## src/rtl/vecram_arbiter.sv

```systemverilog
// vecram_arbiter: shares one single-port 8Kx8 vector RAM between the 6502 bus
// and the AVG instruction fetch. CPU accesses take 2 cycles, AVG fetches
// 3 cycles (two byte reads assembled into a 16-bit word). The CPU has
// priority at every grant point, but an AVG fetch in progress always
// completes first.
// Ports: clk/rst (sync, active-high); cpu_req/cpu_we/cpu_addr/cpu_wdata in,
//        cpu_rdata/cpu_done out; avg_fetch/avg_pc in, inst/inst_valid out;
//        ram_addr/ram_we/ram_wdata out, ram_rdata in (1-cycle read latency).
module vecram_arbiter #(
  parameter int          ADDR_W  = 13,
  parameter logic [15:0] PC_BASE = 16'h2000
) (
  input  logic              clk,
  input  logic              rst,
  input  logic              cpu_req,
  input  logic              cpu_we,
  input  logic [ADDR_W-1:0] cpu_addr,
  input  logic [7:0]        cpu_wdata,
  output logic [7:0]        cpu_rdata,
  output logic              cpu_done,
  input  logic              avg_fetch,
  input  logic [15:0]       avg_pc,
  output logic [15:0]       inst,
  output logic              inst_valid,
  output logic [ADDR_W-1:0] ram_addr,
  output logic              ram_we,
  output logic [7:0]        ram_wdata,
  input  logic [7:0]        ram_rdata
);

  typedef enum logic [2:0] {
    IDLE, CPU_ACC, CPU_DATA, AVG_HI, AVG_LO, AVG_CAP
  } state_t;

  state_t state, state_nxt;

  // Pending (one-entry, last wins) request latches.
  logic              cpu_pend;
  logic              pend_we;
  logic [ADDR_W-1:0] pend_addr;
  logic [7:0]        pend_wdata;
  logic              avg_pend;
  logic [ADDR_W-2:0] pend_word;

  // Request currently in service; kept separate from the pending latch so a
  // new strobe during service cannot disturb the access in flight.
  logic              svc_we;
  logic [ADDR_W-1:0] svc_addr;
  logic [7:0]        svc_wdata;
  logic [ADDR_W-2:0] svc_word;

  logic [7:0]        hi_byte;
  logic [ADDR_W-1:0] addr_hold;

  // Truncated subtraction only needs the low ADDR_W bits of each operand.
  logic [ADDR_W-1:0] fetch_a;
  logic [ADDR_W-2:0] fetch_word;
  logic              unused_bits;

  assign fetch_a     = avg_pc[ADDR_W-1:0] - PC_BASE[ADDR_W-1:0];
  assign fetch_word  = fetch_a[ADDR_W-1:1];
  assign unused_bits = ^{avg_pc[15:ADDR_W], fetch_a[0]};

  // A strobe in the current cycle counts as pending, so a request from IDLE
  // is granted at the very edge that samples it.
  logic cpu_want, avg_want, cpu_grant, avg_grant;
  assign cpu_want = cpu_pend | cpu_req;
  assign avg_want = avg_pend | avg_fetch;

  always_comb begin
    state_nxt = state;
    case (state)
      IDLE: begin
        if (cpu_want)      state_nxt = CPU_ACC;
        else if (avg_want) state_nxt = AVG_HI;
      end
      CPU_ACC: state_nxt = CPU_DATA;
      AVG_HI:  state_nxt = AVG_LO;
      AVG_LO:  state_nxt = AVG_CAP;
      CPU_DATA, AVG_CAP: begin
        if (cpu_want)      state_nxt = CPU_ACC;
        else if (avg_want) state_nxt = AVG_HI;
        else               state_nxt = IDLE;
      end
      default: state_nxt = IDLE;
    endcase
  end

  // Every entry into CPU_ACC / AVG_HI is a grant.
  assign cpu_grant = (state_nxt == CPU_ACC);
  assign avg_grant = (state_nxt == AVG_HI);

  always_comb begin
    ram_addr = addr_hold;
    ram_we   = 1'b0;
    case (state)
      CPU_ACC: begin
        ram_addr = svc_addr;
        // rst gating aborts a write that is in flight when reset arrives.
        ram_we   = svc_we & ~rst;
      end
      AVG_HI:  ram_addr = {svc_word, 1'b0};
      AVG_LO:  ram_addr = {svc_word, 1'b1};
      default: ram_addr = addr_hold;
    endcase
  end

  assign ram_wdata = svc_wdata;

  always_ff @(posedge clk) begin
    if (rst) begin
      state      <= IDLE;
      cpu_pend   <= 1'b0;
      pend_we    <= 1'b0;
      pend_addr  <= '0;
      pend_wdata <= '0;
      avg_pend   <= 1'b0;
      pend_word  <= '0;
      svc_we     <= 1'b0;
      svc_addr   <= '0;
      svc_wdata  <= '0;
      svc_word   <= '0;
      hi_byte    <= '0;
      addr_hold  <= '0;
      cpu_rdata  <= '0;
      cpu_done   <= 1'b0;
      inst       <= '0;
      inst_valid <= 1'b0;
    end else begin
      state      <= state_nxt;
      addr_hold  <= ram_addr;
      cpu_done   <= (state == CPU_DATA);
      inst_valid <= (state == AVG_CAP);

      if (state == CPU_DATA && !svc_we) cpu_rdata <= ram_rdata;
      if (state == AVG_LO)              hi_byte   <= ram_rdata;
      if (state == AVG_CAP)             inst      <= {hi_byte, ram_rdata};

      if (cpu_req) begin
        pend_we    <= cpu_we;
        pend_addr  <= cpu_addr;
        pend_wdata <= cpu_wdata;
      end
      if (cpu_grant) begin
        cpu_pend  <= 1'b0;
        svc_we    <= cpu_req ? cpu_we    : pend_we;
        svc_addr  <= cpu_req ? cpu_addr  : pend_addr;
        svc_wdata <= cpu_req ? cpu_wdata : pend_wdata;
      end else if (cpu_req) begin
        cpu_pend <= 1'b1;
      end

      if (avg_fetch) pend_word <= fetch_word;
      if (avg_grant) begin
        avg_pend <= 1'b0;
        svc_word <= avg_fetch ? fetch_word : pend_word;
      end else if (avg_fetch) begin
        avg_pend <= 1'b1;
      end
    end
  end

endmodule

```

## config.mk

```make
export PLATFORM = sky130hd
export DESIGN_NAME = vecram_arbiter
export DESIGN_NICKNAME = d
export VERILOG_FILES = /design/src/rtl/vecram_arbiter.sv
export SDC_FILE = /design/constraint.sdc
export NUM_CORES = 1
export LEC_CHECK = 0
export ABC_AREA = 0
export BUFFER_PORTS_ARGS = -buffer_cell sky130_fd_sc_hd__buf_2
export CAP_MARGIN = 20
export CORE_MARGIN = 2
export CORE_UTILIZATION = 50
export DETAILED_ROUTE_END_ITERATION = 7
export PLACE_DENSITY = 0.71
export SYNTH_ARGS = -nofsm -noshare
export SYNTH_HDL_FRONTEND = slang
export SYNTH_SLANG_ARGS = --single-unit
```

## constraint.sdc

```tcl
create_clock -name clk -period 3.05 [get_ports clk]
set_clock_uncertainty 0.05 [all_clocks]
set_input_delay 0.305 -clock clk [delete_from_list [all_inputs] [get_ports clk]]
set_output_delay 0.305 -clock clk [all_outputs]
set_load 0.02 [all_outputs]
```

==> impl_metrics.toml, run 1 <==
[status]
outcome = "complete, no violations"

[detailed_routing]
drtIter0Drc = 209
drc_errors = 0
routed-via-count = 3753
wl_per_cell_um = 13.8
vias_per_cell = 5.25
drtPass1Iterations = 4
ant_nets = 0
drt_wl_total_um = 9860

[placed_design]
gp_congestion = 0.819
io_buffers = 93
placed_cells = 676
dp_hpwl_um = 6420

[cells_and_area]
fin_nets = 642
mostFrequentLayoutCells = "120 x dfxtp_1, 92 x buf_2, 63 x nand2_1"
fillers = 767
insertedDiodeCount = 0
layout.cells.non_filler = 715
final_common_cell = "dfxtp_1"
area.growth.synth_to_final_pct = 24.6
drive_above_1_share_pct = 23.2
postLayoutCoreUtil_pct = 63.8

[timing]
relSlewSlack_pct = 50.3
finalSetupTns_ps = 0
rsz0062_at_grt = "no"
fmax_ghz = 0.372
finalCritPeriodShare_pct = 88.1
hold_viol = 0
finalCriticalPeriod_ps = 2690
slew_viol_final = 0
setup_viol = 0
tightest_slew_ps = 746

[setup_path]
cp-startpoint = "state[1]$_SDFF_PP0_"
worstPathCellList = "nor3b_2 -> a21oi_2 -> o211a_1 -> buf_2"
r2r-end = "svc_word[9]$_SDFFE_PP0N_"
slowest_delay_ps = 720
cp.required_ps = 2690
r2r_start = "state[0]$_SDFF_PP0_"
regToRegSetupSlack_ps = 1120
path_max_fanout = 20
reg2reg_depth = 5
crit_arrival_ps = 2330
worstSetupPathType = "reg -> out"
cp_slowest_cell = "dfxtp_1"
startpoint_type = "flop"
cp-end-kind = "output pin"

[synth]
synth_mux_area_share_pct = 8.92
synthFlopType = "dfxtp_1"
synth_area_um2 = 4710
synth-xor-area-share_pct = 0
syn_nets = 554
synth_seq_cells = 120
synth_edf_count = 0
async_reset_ff_share_pct = 0
synth_warnings = 0
synth-compound-area-share_pct = 12.8
synth_seq_area_share_pct = 51.0
synth_top_family_by_area = "simple AND/OR/NAND/NOR gates"
syn_inst = 504
ys_types = 32
post_synth_fa_ha_maj_area_fraction_pct = 0
synth.avg_cell_area_um2 = 9.35
yosys.area_share.simple_pct = 22.6

[clock_network]
h-tree-depth = 4
path_clk_slew_ps = 50
clk_path_buf_depth = 2
clk-insertion-delay-late_ps = 510
ctsResizeCount = 0
cts_buffers = 17
clockRootBuffer = "clkbuf_8"
cts.sinks = 120
cts_tree = "done"

[global_route]
grt_max_degree = 59
grt_pass1_vias = 3522
antenna_found_initial = 0
grt_usage_pct = 20.2
grt_first_pass_wirelength_um = 16200
overflow = 0

[run]
maxCapViolations = 0

[power]
p_total_w = 0.00428
power_leakage_nw = 2.57
ir_drop_uv = 459
power.density_nw_per_um2 = 730

[floorplanning]
start_util_pct = 51.3
die_w_um = 101
die_height_um = 101
core_um2 = 9200
io_pins = 98
fp.dieArea_um2 = 10200
rows = 35

[min_path]
min-delay-path-class = "in -> reg"
hold_start = "cpu_wdata[1]"
holdPathStages = 3
hold_end = "pend_wdata[1]$_SDFF_PP0_"
==> cell families (layout without fill, tap and decap cells) <==
logic type,after synthesis,after routing
AND/OR/NAND/NOR,210,210
flip-flops,120,120
AO/OA/AOI/OAI,90,90
multiplexers,42,42
buffers and inverters,42,142
==> metal layers <==
layer	GRT usage, %	up-vias	part of all wire (%)
met5	0	-	0
met4	8.21	0	1.4
met3	5.89	17	4.5
met2	32.9	86	49
met1	25.0	1746	46
li1	-	1904	-
==> synthesized netlist by cell type, types with 2 or more instances <==
master    count  area, um2
nor2_1       48        180
clkbuf_1     19       71.3
or3_1        12       75.1
buf_4         6       45.0
dfxtp_1     120       2400
nor3_1       12       60.1
nor2b_1      28        175
o21ai_1      16       80.1
nand2b_1     13       81.3
o21ai_0       9       45.0
a21oi_1      26        130
nand2_1      63        236
o31ai_1      23        173
mux2i_1      42        420
o211a_1      12        120
buf_2        13       65.1
nor2_2        2       12.5
buf_6         3       33.8
nand3b_1     24        180
==> flip-flops by register name, summed over array words and instances, names as in the netlist, 3 cells and up <==
name	cells
ram_wdata	8
addr_hold	13
cpu_rdata	8
inst	16
pend_wdata	8
pend_word	12
svc_addr	13
svc_word	12
hi_byte	8
state	3
pend_addr	13
==> worst max-delay path by stage <==
stage,endpoint,slack [ps],depth (start not counted)
4_1_cts,ram_addr[10],350,4
2_1_floorplan,ram_we,1180,4
3_5_place_dp,ram_addr[10],910,4
3_3_place_gp,ram_addr[10],970,4
6_report,ram_addr[10],360,4
5_1_grt,ram_addr[10],200,4
==> critical path, delay by kind of cell, from the launching register on <==
| kind | cells | cell delay (ps) |
|---|---|---|
| buffers and inverters | 1 | 170 |
| flip-flops | 1 | 720 |
| AND/OR/NAND/NOR | 1 | 130 |
| AO/OA/AOI/OAI | 2 | 800 |
==> layout make-up <==
class,instances,area (um2),share of cell area (%)
flip-flops and latches,120,2400,40.9
multi-input cells,342,2090,35.6
repair buffers,111,623,10.6
clock buffers,24,500,8.53
well taps,111,139,2.37
clock inverters,7,114,1.94
==> where the power goes <==
part	leakage (nW)	total (W)	internal, W	switching (W)
Sequential	0.981	0.00173	0.00167	0.0000590
Clock	0.307	0.00203	0.00137	0.000661
Combinational	1.29	0.000531	0.000225	0.000306
==> stage by stage <==
step,cell area [um2],setup slack [ps],hold WS [ps]
3_5_place_dp,5180,910,394
2_1_floorplan,4710,1180,381
3_3_place_gp,5180,965,389
6_report,5870,363,15.6
4_1_cts,5870,349,0.580
5_1_grt,5870,203,6.37
==> repair_timing <==
item                                   in CTS  in global routing
hold buffers                                8                  0
endpoints found under the hold margin       8                  0
setup buffers                               0                  0
Power figures use the tool's default switching activity.
==> run 2: changes to the inputs <==
--- a/config.mk
+++ b/config.mk
@@ -11,7 +11,8 @@
 export CORE_MARGIN = 2
 export CORE_UTILIZATION = 50
 export DETAILED_ROUTE_END_ITERATION = 7
-export PLACE_DENSITY = 0.71
+export MAX_ROUTING_LAYER = met4
+export PLACE_DENSITY = 0.72
 export SYNTH_ARGS = -nofsm -noshare
 export SYNTH_HDL_FRONTEND = slang
 export SYNTH_SLANG_ARGS = --single-unit
==> impl_metrics.toml, run 2 (synthesis gave the netlist of run 1 again) <==
[floorplanning]
die_w_um = 101
io_pins = 98
fp.dieArea_um2 = 10200
rows = 35
start_util_pct = 51.3
core_um2 = 9200
die_height_um = 101

[timing]
slew_viol_final = 0
finalSetupTns_ps = 0
hold_viol = 0
fmax_ghz = 0.377
setup_slack_ps = 394
finalCriticalPeriod_ps = 2660
rsz0062_at_grt = "no"
finalCritPeriodShare_pct = 87.1
relSlewSlack_pct = 47.1
tightest_slew_ps = 794
setup_viol = 0

[global_route]
grt_usage_pct = 20.5
grt_pass1_vias = 3549
gr-usage-met2_pct = 32.3
gr-usage-met1_pct = 24.8
top_usage_layer = "met2"
grt_first_pass_wirelength_um = 16000
overflow = 0
antenna_found_initial = 0
gr-usage-met3_pct = 6.59
grt_max_degree = 93

[placed_design]
gp_congestion = 0.823
dpl-instance-area_um2 = 5160
dp_hpwl_um = 6450
pre_cts_slack_ps = 959
io_buffers = 93

[setup_path]
regToRegSetupSlack_ps = 980
path_max_fanout = 22
cp-end-kind = "output pin"
cp-startpoint = "state[0]$_SDFF_PP0_"
worstSetupPathType = "reg -> out"
cp-endpoint = "ram_addr[12]"
worstPathCellList = "nor3b_2 -> a21oi_2 -> o211a_1 -> buf_2"
cp.required_ps = 2690
reg2reg_depth = 6
r2r_start = "state[0]$_SDFF_PP0_"
r2r-end = "svc_addr[10]$_SDFFE_PP0N_"
startpoint_type = "flop"
crit_arrival_ps = 2300
cp_slowest_cell = "dfxtp_1"
cp_top_family = "compound AO/OA/AOI/OAI gates"
critPathBufInv = 1
path_depth = 4
slowest_delay_ps = 740

[cells_and_area]
fin_nets = 634
drive_above_1_share_pct = 22.8
postLayoutCoreUtil_pct = 62.7
area.growth.synth_to_final_pct = 22.4
largest_reg_flops = 16
regMostFlops = "inst"
mostFrequentLayoutCells = "120 x dfxtp_1, 92 x buf_2, 63 x nand2_1"
final_common_cell = "dfxtp_1"
insertedDiodeCount = 0
fin_area_um2 = 5770

[clock_network]
path_clk_slew_ps = 50
cts_buffers = 17
clockRootBuffer = "clkbuf_8"
cts_tree = "done"
ctsResizeCount = 0
h-tree-depth = 4
clk_path_buf_depth = 2
cts.sinks = 120
clk-insertion-delay-late_ps = 500

[power]
power.density_nw_per_um2 = 727
p_total_w = 0.00419
ir_drop_uv = 420
power_leakage_nw = 2.52

[min_path]
min-delay-path-class = "in -> reg"
hold_start = "cpu_wdata[6]"

[detailed_routing]
drtPass1Iterations = 4
drc_errors = 0
vias_per_cell = 5.23
routed-via-count = 3697
drt_wl_total_um = 9740
drtIter0Drc = 159
ant_nets = 0
wl_per_cell_um = 13.8

[run]
maxCapViolations = 0

[status]
outcome = "complete, no violations"
## run 2: through the flow
stage	cells	hold WS [ps]
floorplan	504	381
global placement	674	384
detailed placement	674	396
CTS	707	1.47
global route	707	8.12
finish	707	13.8
## run 2: how the worst min path moves through the flow
stage | to | depth (start not counted)
2_1_floorplan | inst[10]$_SDFFE_PP0P_ | 2
4_1_cts | pend_addr[6]$_SDFF_PP0_ | 3
5_1_grt | pend_addr[1]$_SDFF_PP0_ | 3
3_3_place_gp | inst[13]$_SDFFE_PP0P_ | 2
6_report | pend_wdata[6]$_SDFF_PP0_ | 3
3_5_place_dp | inst[8]$_SDFFE_PP0P_ | 2
## run 2: tightest hold or removal path, delay by kind of cell
family | cells | cell delay, ps
multiplexers | 1 | 70
buffers and inverters | 1 | 70
AND/OR/NAND/NOR | 1 | 80
## run 2: final cells by class
| cell class | count | area [um2] |
|---|---|---|
| Clock buffer | 23 | 467 |
| Clock inverter | 8 | 120 |
| Fill cell | 807 | 3430 |
| Multi-Input combinational cell | 342 | 2090 |
| Sequential cell | 120 | 2400 |
| Tap cell | 111 | 139 |
| Timing Repair Buffer | 103 | 548 |
## run 2: repair_timing
item	CTS	global route
hold buffers	2	0
buffers inserted	0	0
hold endpoints to repair	2	0
## run 2: report_power, final
part	leakage [nW]	internal [W]	switching, W
combinational	1.25	0.000217	0.000304
sequential	0.981	0.00167	0.0000591
clock	0.284	0.00130	0.000648
## run 2: layer usage
layer / up-vias / routed length, um
li1: 1886 / -
met1: 1709 / 4490
met2: 92 / 4660
met3: 10 / 524
met4: 0 / 73
met5: - / 0
==> run 3: changes to the inputs <==
--- a/config.mk
+++ b/config.mk
@@ -6,13 +6,14 @@
 export NUM_CORES = 1
 export LEC_CHECK = 0
 export ABC_AREA = 0
+export ABC_CLOCK_PERIOD_IN_PS = 2300
 export BUFFER_PORTS_ARGS = -buffer_cell sky130_fd_sc_hd__buf_2
 export CAP_MARGIN = 20
 export CORE_MARGIN = 2
-export CORE_UTILIZATION = 50
+export CORE_UTILIZATION = 49
 export DETAILED_ROUTE_END_ITERATION = 7
 export MAX_ROUTING_LAYER = met4
-export PLACE_DENSITY = 0.72
+export PLACE_DENSITY = 0.74
 export SYNTH_ARGS = -nofsm -noshare
 export SYNTH_HDL_FRONTEND = slang
 export SYNTH_SLANG_ARGS = --single-unit
==> constraint.sdc (replaced) <==
create_clock -name clk -period 2.3 [get_ports clk]
set_clock_uncertainty 0.05 [all_clocks]
set_input_delay 0.23 -clock clk [delete_from_list [all_inputs] [get_ports clk]]
set_output_delay 0.23 -clock clk [all_outputs]
set_load 0.02 [all_outputs]
==> impl_metrics.toml, run 3 (synthesis gave the netlist of run 1 again) <==
[setup_path]
worstSetupPathType = "reg -> out"
slowest_delay_ps = 390
crit_arrival_ps = 1910
cp_slowest_cell = "a21oi_4"
cp-end-kind = "output pin"
r2r_start = "state[1]$_SDFF_PP0_"
cp-startpoint = "state[1]$_SDFF_PP0_"
worstPathCellList = "buf_8 -> buf_4 -> a21oi_4 -> o211a_1 -> buf_2"
path_max_fanout = 13
cp.required_ps = 2020
reg2reg_depth = 7
regToRegSetupSlack_ps = 470
r2r-end = "ram_wdata[5]$_SDFFE_PP0N_"
startpoint_type = "flop"

[timing]
relSlewSlack_pct = 60.1
rsz0062_at_grt = "no"
fmax_ghz = 0.457
slew_viol_final = 0
setup_viol = 0
finalCritPeriodShare_pct = 95.1
tightest_slew_ps = 598
hold_viol = 0
finalCriticalPeriod_ps = 2190
finalSetupTns_ps = 0
whs_ps = 40.7

[clock_network]
clockRootBuffer = "clkbuf_8"
clk-insertion-delay-late_ps = 510
path_clk_slew_ps = 60
cts_tree = "done"
cts_buffers = 17
clk_path_buf_depth = 2
h-tree-depth = 4
cts.sinks = 120

[min_path]
min-delay-path-class = "in -> reg"
holdPathStages = 3
hold_end = "pend_word[4]$_SDFF_PP0_"
hold_start = "avg_pc[5]"

[cells_and_area]
largest_reg_flops = 16
area.growth.synth_to_final_pct = 32.7
final_common_cell = "dfxtp_1"
mostFrequentLayoutCells = "119 x dfxtp_1, 92 x buf_2, 63 x nand2_1"
fin_nets = 677
regMostFlops = "inst"
drive_above_1_share_pct = 22.8
insertedDiodeCount = 0

[status]
outcome = "complete, no violations"

[floorplanning]
io_pins = 98
die_height_um = 102
fp.dieArea_um2 = 10400
rows = 35
core_um2 = 9280
die_w_um = 102
start_util_pct = 50.8

[global_route]
antenna_found_initial = 0
grt_max_degree = 143
grt_usage_pct = 21.6
grt_pass1_vias = 3741
overflow = 0
grt_first_pass_wirelength_um = 17100

[detailed_routing]
vias_per_cell = 5.15
drt_wl_total_um = 10700
routed-via-count = 3958
drtPass1Iterations = 4
ant_nets = 0
drtIter0Drc = 302
wl_per_cell_um = 14.0
drc_errors = 0

[placed_design]
io_buffers = 93
gp_congestion = 0.870
dp_hpwl_um = 6580

[run]
maxCapViolations = 0

[power]
power.density_nw_per_um2 = 907
power_leakage_nw = 2.71
ir_drop_uv = 690
==> run 3: report_power, final <==
part | internal (W) | switching (W)
registers | 0.00221 | 0.0000653
clock network | 0.00166 | 0.000950
logic | 0.000349 | 0.000444
total | 0.00421 | 0.00146
==> run 3: cell type report <==
cell class | instances | area (um2)
clock buffer | 18 | 418
clock inverter | 14 | 176
fill | 749 | 3030
multi-input combinational | 342 | 2110
sequential | 120 | 2400
tap | 129 | 161
timing repair buffer | 146 | 990
==> run 3: critical path: cells and delay by family, from the launching register on <==
kind / cells / cell delay [ps]
AO/OA/AOI/OAI: 2 / 630
buffers and inverters: 3 / 440
flip-flops: 1 / 340
==> run 3: worst max path at each step <==
stage	to	cells after the start
floorplan	ram_we	4
CTS	ram_we	4
finish	ram_addr[11]	5
global route	ram_addr[10]	4
detailed placement	ram_addr[10]	4
global placement	ram_we	4
==> run 3: what timing repair did <==
item,4_1_cts,5_1_grt
endpoints found under the setup margin,12,14
hold buffers,40,0
setup buffers,0,4
endpoints found under the hold margin,56,0
resized for setup,1,5
pin swaps,0,1
==> run 3: stage by stage <==
stage               cells  utilization [%]  setup slack (ps)  total power, W  instance area [um2]
finish                769             67.4               113         0.00567                 6250
CTS                   765             66.8              11.2         0.00571                 6210
detailed placement    693             56.1               475         0.00303                 5200
global placement      693             56.1               537         0.00301                 5200
floorplan             504                -               508         0.00283                 4710
global route          769             67.4              1.66         0.00593                 6250
==> run 3: layer usage <==
layer  part of all wire, %  vias to the layer above  track usage (%)
li1                      -                     1980                -
met1                    45                     1868             25.7
met2                    49                      100             35.6
met3                   4.1                       10             5.68
met4                  0.98                        0             7.49
met5                     0                        -                -
